$ cat src/rtl/dot_operand_packer_pkg.sv
// Shared widths and lane-slice helpers for the DotProduct operand interface.
// The macros slice lane i out of a flat packed vector.
`define DOT_PIX_LANE(v, i) v[(i)*dot_operand_packer_pkg::PIX_W +: dot_operand_packer_pkg::PIX_W]
`define DOT_WT_LANE(v, i)  v[(i)*dot_operand_packer_pkg::WT_W +: dot_operand_packer_pkg::WT_W]

package dot_operand_packer_pkg;
    localparam int N_LANES   = 10;
    localparam int PIX_W     = 19;
    localparam int WT_W      = 9;
    localparam int LANE_W    = 4;
    localparam int VEC_PIX_W = N_LANES * PIX_W;   // 190
    localparam int VEC_WT_W  = N_LANES * WT_W;    // 90
    localparam logic [LANE_W-1:0] LAST_LANE = LANE_W'(N_LANES - 1);
endpackage

$ cat src/rtl/dot_weight_regfile.sv
// Ten-entry weight register file; out-of-range addresses are ignored.
// All lanes are exposed at once so the top can snapshot them in one edge.
module dot_weight_regfile
    import dot_operand_packer_pkg::*;
(
    input  logic                 clk,
    input  logic                 GlobalReset,
    input  logic                 i_we,
    input  logic [LANE_W-1:0]    i_addr,
    input  logic [WT_W-1:0]      i_data,
    output logic [VEC_WT_W-1:0]  o_bus
);
    logic [WT_W-1:0] r_wt [N_LANES];

    always_ff @(posedge clk) begin
        if (GlobalReset) begin
            for (int i = 0; i < N_LANES; i++) r_wt[i] <= '0;
        end else if (i_we && (i_addr <= LAST_LANE)) begin
            r_wt[i_addr] <= i_data;
        end
    end

    always_comb begin
        o_bus = '0;
        for (int i = 0; i < N_LANES; i++) `DOT_WT_LANE(o_bus, i) = r_wt[i];
    end
endmodule

$ cat src/rtl/dot_operand_packer.sv
// Collects serial pixels into a lane vector and hands vector plus weight
// snapshot to DotProduct over valid/ready, one pixel per clock sustained.
module dot_operand_packer
    import dot_operand_packer_pkg::*;
(
    input  logic                  clk,
    input  logic                  GlobalReset,
    input  logic                  pix_valid,
    output logic                  pix_ready,
    input  logic [PIX_W-1:0]      pix_data,
    input  logic                  pix_first,
    input  logic                  wt_we,
    input  logic [LANE_W-1:0]     wt_addr,
    input  logic [WT_W-1:0]       wt_data,
    output logic [VEC_PIX_W-1:0]  Pixels,
    output logic [VEC_WT_W-1:0]   Weights,
    output logic                  vec_valid,
    input  logic                  vec_ready
);
    logic [PIX_W-1:0]     r_fill [N_LANES];
    logic [LANE_W-1:0]    r_lane;
    logic                 r_full;
    logic [VEC_PIX_W-1:0] r_pixels;
    logic [VEC_WT_W-1:0]  r_weights;
    logic                 r_vec_valid;

    logic [VEC_WT_W-1:0]  w_wt_bus;
    logic [VEC_PIX_W-1:0] w_fill_flat;
    logic                 w_slot_free;
    logic                 w_transfer;
    logic                 w_accept;

    dot_weight_regfile u_wt (
        .clk         (clk),
        .GlobalReset (GlobalReset),
        .i_we        (wt_we),
        .i_addr      (wt_addr),
        .i_data      (wt_data),
        .o_bus       (w_wt_bus)
    );

    always_comb begin
        w_fill_flat = '0;
        for (int i = 0; i < N_LANES; i++) `DOT_PIX_LANE(w_fill_flat, i) = r_fill[i];
    end

    // A full buffer frees itself on the same edge it drains, so the stream never bubbles.
    assign w_slot_free = !r_vec_valid || vec_ready;
    assign w_transfer  = r_full && w_slot_free;
    assign pix_ready   = !GlobalReset && (!r_full || w_slot_free);
    assign w_accept    = pix_valid && pix_ready;

    always_ff @(posedge clk) begin
        if (GlobalReset) begin
            for (int i = 0; i < N_LANES; i++) r_fill[i] <= '0;
            r_lane      <= '0;
            r_full      <= 1'b0;
            r_pixels    <= '0;
            r_weights   <= '0;
            r_vec_valid <= 1'b0;
        end else begin
            if (w_transfer) begin
                r_pixels    <= w_fill_flat;
                r_weights   <= w_wt_bus;
                r_vec_valid <= 1'b1;
                r_full      <= 1'b0;
            end else if (r_vec_valid && vec_ready) begin
                r_vec_valid <= 1'b0;
            end

            // An accept while full always coincides with a transfer, so full can
            // never be set and cleared on the same edge.
            if (w_accept) begin
                if (pix_first) begin
                    r_fill[0] <= pix_data;
                    r_lane    <= LANE_W'(1);
                end else begin
                    r_fill[r_lane] <= pix_data;
                    if (r_lane == LAST_LANE) begin
                        r_lane <= '0;
                        r_full <= 1'b1;
                    end else begin
                        r_lane <= r_lane + 1'b1;
                    end
                end
            end
        end
    end

    assign Pixels    = r_pixels;
    assign Weights   = r_weights;
    assign vec_valid = r_vec_valid;
endmodule

$ cat config.mk
export PLATFORM = sky130hd
export DESIGN_NAME = dot_operand_packer
export DESIGN_NICKNAME = d
export VERILOG_FILES = /design/src/rtl/dot_operand_packer_pkg.sv /design/src/rtl/dot_weight_regfile.sv /design/src/rtl/dot_operand_packer.sv
export SDC_FILE = /design/constraint.sdc
export NUM_CORES = 1
export LEC_CHECK = 0
export CORE_ASPECT_RATIO = 1.1
export CORE_MARGIN = 3
export CORE_UTILIZATION = 28
export DETAILED_ROUTE_END_ITERATION = 16
export GPL_ROUTABILITY_DRIVEN = 0
export HOLD_SLACK_MARGIN = 0.05
export MAX_ROUTING_LAYER = met4
export PLACE_DENSITY = 0.48
export SLEW_MARGIN = 15
export SYNTH_ARGS = -nofsm -noshare
export SYNTH_HDL_FRONTEND = slang
export SYNTH_SLANG_ARGS = --single-unit
$ cat constraint.sdc
create_clock -name clk -period 3.6 [get_ports clk]
set_input_delay 0.9 -clock clk [delete_from_list [all_inputs] [get_ports clk]]
set_output_delay 0.9 -clock clk [all_outputs]
set_load 0.01 [all_outputs]
# Word level (Yosys, flattened, before mapping)
# Memories as Yosys holds them, arrays and structs flattened. A register that Yosys moved wholly into a read port is not among the register bits.
# Cells that the tools add are included.
dict set report word_totals {
  output_inout_bits 282
  latch_bits 0
  mem_bits_rw 280
  memories 2
  word_cells 50
  romBits 0
  input_bits 38
  regBits 6
}
dict set report classes {
  n_div 0
  bitwise 1
  add_sub_neg 1
  eq_ne 1
  reduce_logical 13
  order_cmp 1
  shifts 0
  mux 28
  mul 0
}
# name depth width rd rd_clocked_by_memory_dff wr line
set mem_list {}
lappend mem_list {r_fill 10 19 10 10 10 dot_operand_packer.sv:20} ;# logic [PIX_W-1:0] r_fill [N_LANES];
lappend mem_list {u_wt.r_wt 10 9 10 10 10 dot_weight_regfile.sv:13} ;# logic [WT_W-1:0] r_wt [N_LANES];
# cell count
set op_table {}
lappend op_table {{19-bit 2-to-1 mux} 2}
lappend op_table {{1-bit 2-to-1 mux} 21}
lappend op_table {{19-bit OR reduction} 1}
lappend op_table {{4-bit 2-to-1 mux} 4}
lappend op_table {{9-bit 2-to-1 mux} 1}
lappend op_table {{9-bit OR reduction} 1}
lappend op_table {{1-bit logical AND} 5}
lappend op_table {{4-bit by 1-bit adder with 4-bit output (second input constant)} 1}
lappend op_table {{4-bit equality test (second input constant)} 1}
lappend op_table {{4-bit <= comparator (second input constant)} 1}
lappend op_table {{1-bit logical NOT} 3}
lappend op_table {{1-bit logical OR} 2}
lappend op_table {{2-bit nonzero test} 1}
lappend op_table {{1-bit OR} 1}

# Depth between registers and ports, before layout
dict set report logic_depth {
  depth_word 10
  depth_mapped 6
  depth_no_buf 5
}

# Hierarchy
# From an unflattened synthesis, not the netlist that was laid out.
dict set report unflattened {
  cells_unflattened 1975
  hier_area_um2 20490.9
}
# module area_each_um2 seq_area_each_um2 n_inst cells_each
set by_module_without_submodules {}
lappend by_module_without_submodules {dot_operand_packer 16824.9 11431.0 1 1728}
lappend by_module_without_submodules {dot_weight_regfile 3666.0 2702.6 1 247}

# Least setup slack after synthesis
# No wires, ideal clock.
dict set report synth_timing {
  path_type {input -> register}
  from {input port pix_first}
  to {memory r_fill[9][0], enable pin}
  path_buffers 1
  setup_time_ns 0.421
  slack_ns 0.534
  required_ns 3.179
  path_stages 4
  t_arrival_ns 2.644
  path_cell_list {buf_2 nor2_1 nand4_1 o21ai_0}
}
# element line
set synth_lines {}
lappend synth_lines {{from (decl)} dot_operand_packer.sv:11} ;# input logic pix_first,
lappend synth_lines {{to (decl)} dot_operand_packer.sv:20}

# Final worst setup path
dict set report layout_timing {
  from {input port vec_ready}
  to {output port pix_ready}
}
dict set report layout_between {
  elab_chain_len 3
}
# element line
set layout_rtl {}
lappend layout_rtl {{from (decl)} dot_operand_packer.sv:18} ;# input logic vec_ready
lappend layout_rtl {{1-bit logical OR} dot_operand_packer.sv:48} ;# assign w_slot_free = !r_vec_valid || vec_ready;
lappend layout_rtl {{1-bit logical OR} dot_operand_packer.sv:50} ;# assign pix_ready = !GlobalReset && (!r_full || w_slot_free);
lappend layout_rtl {{1-bit logical AND} dot_operand_packer.sv:50}
lappend layout_rtl {{to (decl)} dot_operand_packer.sv:9} ;# output logic pix_ready,
# No other way between the ends.

==> results <==
- The detailed-route vias per instance is 4.96.
- In the finished design, the share of the clock period the worst path needs comes to 90.1%.
- Max-cap violations in this run came to 0.
- The layout overhead on the synthesized area is 30.3%.
- For this run, design rule violations remaining after detail routing come to 0.
- The total overflow left after global routing is 0.
- Across every metal layer, demand over resource in global routing totals 18.4%.
- After synthesis, the share of flip-flops with an asynchronous set or reset is 0%.
- The total number of placement rows is 105.
- The end of the worst register-to-register path is r_fill[4][12].
- The hold violation count in the final report is 0.
- The total iterations of the first detailed-routing run is 5.
- The reg-to-reg setup timing slack is 1160 ps.
- For the pin with the worst max-slew slack, the measured transition is 1120 ps.
- The final setup skew is 12.9 ps.
- The top cell type by area accounts for 39.6% of the synthesized area.
- In this run, the number of DRC markers left after iteration 0 of detailed routing was 1219.
- The post-place setup slack is 370 ps.
- The first global-routing pass estimated about 110 mm of wire.
- Setup total negative slack on the finished layout was measured at 0 ps.
- Across all setup checks in the final design, the least slack found is roughly 360 ps.
- The post-CTS clock slew at the launch and capture registers of the worst setup and hold paths is 60 ps.
- The initial antenna violation count is 8.
- The area of the core is 74900 um^2.
- The pin count of the biggest net entering global routing is between 100 and 150.
- The worst setup path is launched from an input pin.
- The number of I/O pins is 320.
- The mapped netlist covers 21200 um^2.
- The post-detailed-route wirelength per cell is about 22 um.
- The die height is 295 um.
- The floorplan step defined a die boundary enclosing 79200 um^2.
- The post-route netlist has 7.86% of its cells at a drive strength greater than 1.
- The number of standard cells after synthesis is 1973.
- For this block, the via count after detailed routing is 16072.
- The worst slew slack as a fraction of its limit is 25.1%.
- TritonCTS built the clock tree.
- For this design, the CTS-stage hold fixing added 0 buffers.
- The class of the most critical hold timing path is flip-flop to flip-flop.
- The maximum clock path buffer count is 3.
- The kind of critical path is input pin to primary output.
- Synthesis instantiated 41 different standard cells from the library.
- In the post-synthesis netlist, the biggest area contributors are sky130_fd_sc_hd__edfxtp_1, sky130_fd_sc_hd__dfxtp_1, sky130_fd_sc_hd__nand3_1.
- Wires add up to approximately 73 mm.
- The top flip-flop cell by instance count after synthesis is sky130_fd_sc_hd__dfxtp_1.
- The count of cells in the finished layout, fillers not included, comes to 3242.
- The instance count after placement with tap cells included is 3126.
- The cell at the slowest stage of the critical path is sky130_fd_sc_hd__clkdlybuf4s50_1.
- The signal on the critical path passes through clkdlybuf4s50_1 -> and3b_1 -> nor2_1 -> clkdlybuf4s50_1.
- The average instance in the mapped netlist occupies 10.8 um^2.
- In this run the static leakage power is 9.22 nW.
- After legalization and detailed placement, the total HPWL measured 46.3 mm.
- For the worst-skew pair, the clock arrives at the later sink with an insertion delay of 620 ps.
- The cell type contributing the most total cell area after synthesis is sky130_fd_sc_hd__edfxtp_1.
- The most numerous cell type found on the critical path is sky130_fd_sc_hd__clkdlybuf4s50_1.
- The data arrival time of the worst path is 2340 ps.
- The H-tree was split into 2 levels.
- The critical path endpoint category is a primary output.
- The required time of the worst setup path is 2700 ps.
- Setup repair after global routing left no endpoint under its margin.
- The worst path needs 3240 ps of the cycle, external delays included.
- The critical path starts at vec_ready.
- When the netlist entered floorplanning its net count stood at 2013.
- The setup fix buffers added after clock tree synthesis is 0.
- The CTS buffer count is between 60 and 70.
- The horizontal die dimension is 269 um.
- The final-stage net count is between 2000 and 2500.
- The synthesis warning total is 0.
- For this run, the register share of the synthesized area comes to 66.6%.
- The number of pins with negative max-slew slack in the final report is 0.
- The worst flop-to-flop path startpoint is r_full.
- The count of flip-flops with a built-in enable after synthesis is 280.
- In this run the worst setup path terminates at pix_ready.
- Along the worst path, the maximum fanout reaches 4.
- The maximum clock frequency is 308 MHz.
- The area after detailed placement is 25500 um^2.
- The CTS sink count is roughly 570.
- Once layout is complete, the utilization of the core stands at 36.9%.
- The flow ran to the end, and the final reports show no timing, DRC or antenna violations.
- The cell depth of the worst flop-to-flop path is 3.
- The finished layout cell area is 27700 um^2.
- The cell count of the worst hold path is 2.
- The buffer cell driving the clock tree root is sky130_fd_sc_hd__clkbuf_16.
- The count of cells resized by post-cts repair is 0.
- The number of setup violations in the final report is 0.
- The initial standard-cell utilization of the core is 28.4%.
- The number of global-route vias before repair is approximately 16000.
- During placement, the flow inserted port buffers numbering 319.
- The worst supply voltage drop on vdd is 362 uV.
- The stage delay of the slowest cell on the critical path is ~560 ps.
- The number of antenna-violating nets in the routed design is 0.
- The synthesized design contains approximately 570 register bits.
- Power spread over the standard cell area amounts to roughly 500 nW/um^2.
[layer usage]
layer,track usage (%),up-vias,part of all wire (%)
met5,-,-,0
met2,29.5,526,47
met4,5.37,0,3.0
li1,-,7568,-
met3,3.44,124,6.0
met1,23.7,7854,44
[critical path: cells and delay by family]
family	cells	cell delay, ps
AND/OR/NAND/NOR	2	340
buffers and inverters	2	1100
[placed cells by master (no fill, tap or decap), types with 9 or more instances in the layout]
cell type	instances
sky130_fd_sc_hd__clkbuf_16	65
sky130_fd_sc_hd__clkdlybuf4s50_1	318
sky130_fd_sc_hd__dfxtp_1	285
sky130_fd_sc_hd__o21ai_0	282
sky130_fd_sc_hd__buf_4	54
sky130_fd_sc_hd__clkbuf_8	10
sky130_fd_sc_hd__nand3_1	293
sky130_fd_sc_hd__and2_1	152
sky130_fd_sc_hd__inv_1	12
sky130_fd_sc_hd__edfxtp_1	280
sky130_fd_sc_hd__a21oi_1	283
sky130_fd_sc_hd__nor2_1	86
sky130_fd_sc_hd__clkbuf_1	18
sky130_fd_sc_hd__and3_1	38
sky130_fd_sc_hd__buf_12	9
sky130_fd_sc_hd__nand2_1	16
[cell type report]
cell class	instances	area, um^2
tap	963	1200
clock buffer	93	1830
fill	7287	47200
inverter	13	56.3
antenna	1	2.50
timing repair buffer	382	3780
clock inverter	22	292
sequential	566	14100
multi-input combinational	1202	6350
[synthesized netlist by cell type, types with 2 or more instances]
cell type,count
sky130_fd_sc_hd__nand3_1,293
sky130_fd_sc_hd__dfxtp_1,286
sky130_fd_sc_hd__a21oi_1,283
sky130_fd_sc_hd__o21ai_0,283
sky130_fd_sc_hd__edfxtp_1,280
sky130_fd_sc_hd__clkbuf_1,162
sky130_fd_sc_hd__and2_1,152
sky130_fd_sc_hd__nor2_1,86
sky130_fd_sc_hd__and3_1,39
sky130_fd_sc_hd__nand2_1,16
sky130_fd_sc_hd__inv_1,13
sky130_fd_sc_hd__buf_2,12
sky130_fd_sc_hd__buf_1,11
sky130_fd_sc_hd__or2_2,7
sky130_fd_sc_hd__nor2b_1,6
sky130_fd_sc_hd__clkbuf_2,4
sky130_fd_sc_hd__buf_6,3
sky130_fd_sc_hd__nand2b_1,3
sky130_fd_sc_hd__nand4_1,3
sky130_fd_sc_hd__nor3_1,3
sky130_fd_sc_hd__nor4b_1,3
sky130_fd_sc_hd__a21o_1,2
sky130_fd_sc_hd__and3b_1,2
sky130_fd_sc_hd__ha_1,2
sky130_fd_sc_hd__nand3b_1,2
sky130_fd_sc_hd__or4b_4,2
[cells by family (layout without fill, tap and decap cells)]
group | Yosys count | in the layout | share of synthesized area [%]
fa+ha+maj | 2 | 2 | 0.118
flops | 566 | 566 | 66.6
other cells | 0 | 1 | 0
mux | 2 | 2 | 0.100
buf+inv | 205 | 510 | 3.82
simple gates | 625 | 625 | 15.8
compound gates | 573 | 573 | 13.6
[stage by stage]
| step | hold slack [ps] | power [mW] |
|---|---|---|
| after detailed placement | 466 | 7.49 |
| after CTS | 475 | 14.1 |
| after global placement | 466 | 7.49 |
| final | 471 | 13.9 |
| after floorplan | 492 | 7.24 |
| after global routing | 497 | 14.4 |
[how the worst min path moves through the flow]
stage | startpoint | to
finish | Pixels[119] | Pixels[119]
global route | Pixels[103] | Pixels[103]
CTS | Pixels[174] | Pixels[174]
detailed placement | Pixels[174] | Pixels[174]
global placement | Pixels[155] | Pixels[155]
floorplan | r_fill[0][0] | Pixels[0]
[report_power, final]
part           internal, mW  switching (mW)  leakage, nW
sequential             6.91          0.0550         5.11
clock                  3.94            2.62         1.04
combinational        0.0947           0.290         3.07
total                  10.9            2.96         9.22
[flip-flops by register name, summed over array words and instances (netlist names)]
| name | flops |
|---|---|
| Pixels | 190 |
| r_fill | 190 |
| vec_valid | 1 |
| u_wt.r_wt | 90 |
| r_lane | 4 |
| Weights | 90 |
| r_full | 1 |
No activity file was read; power rests on OpenSTA's default activity.
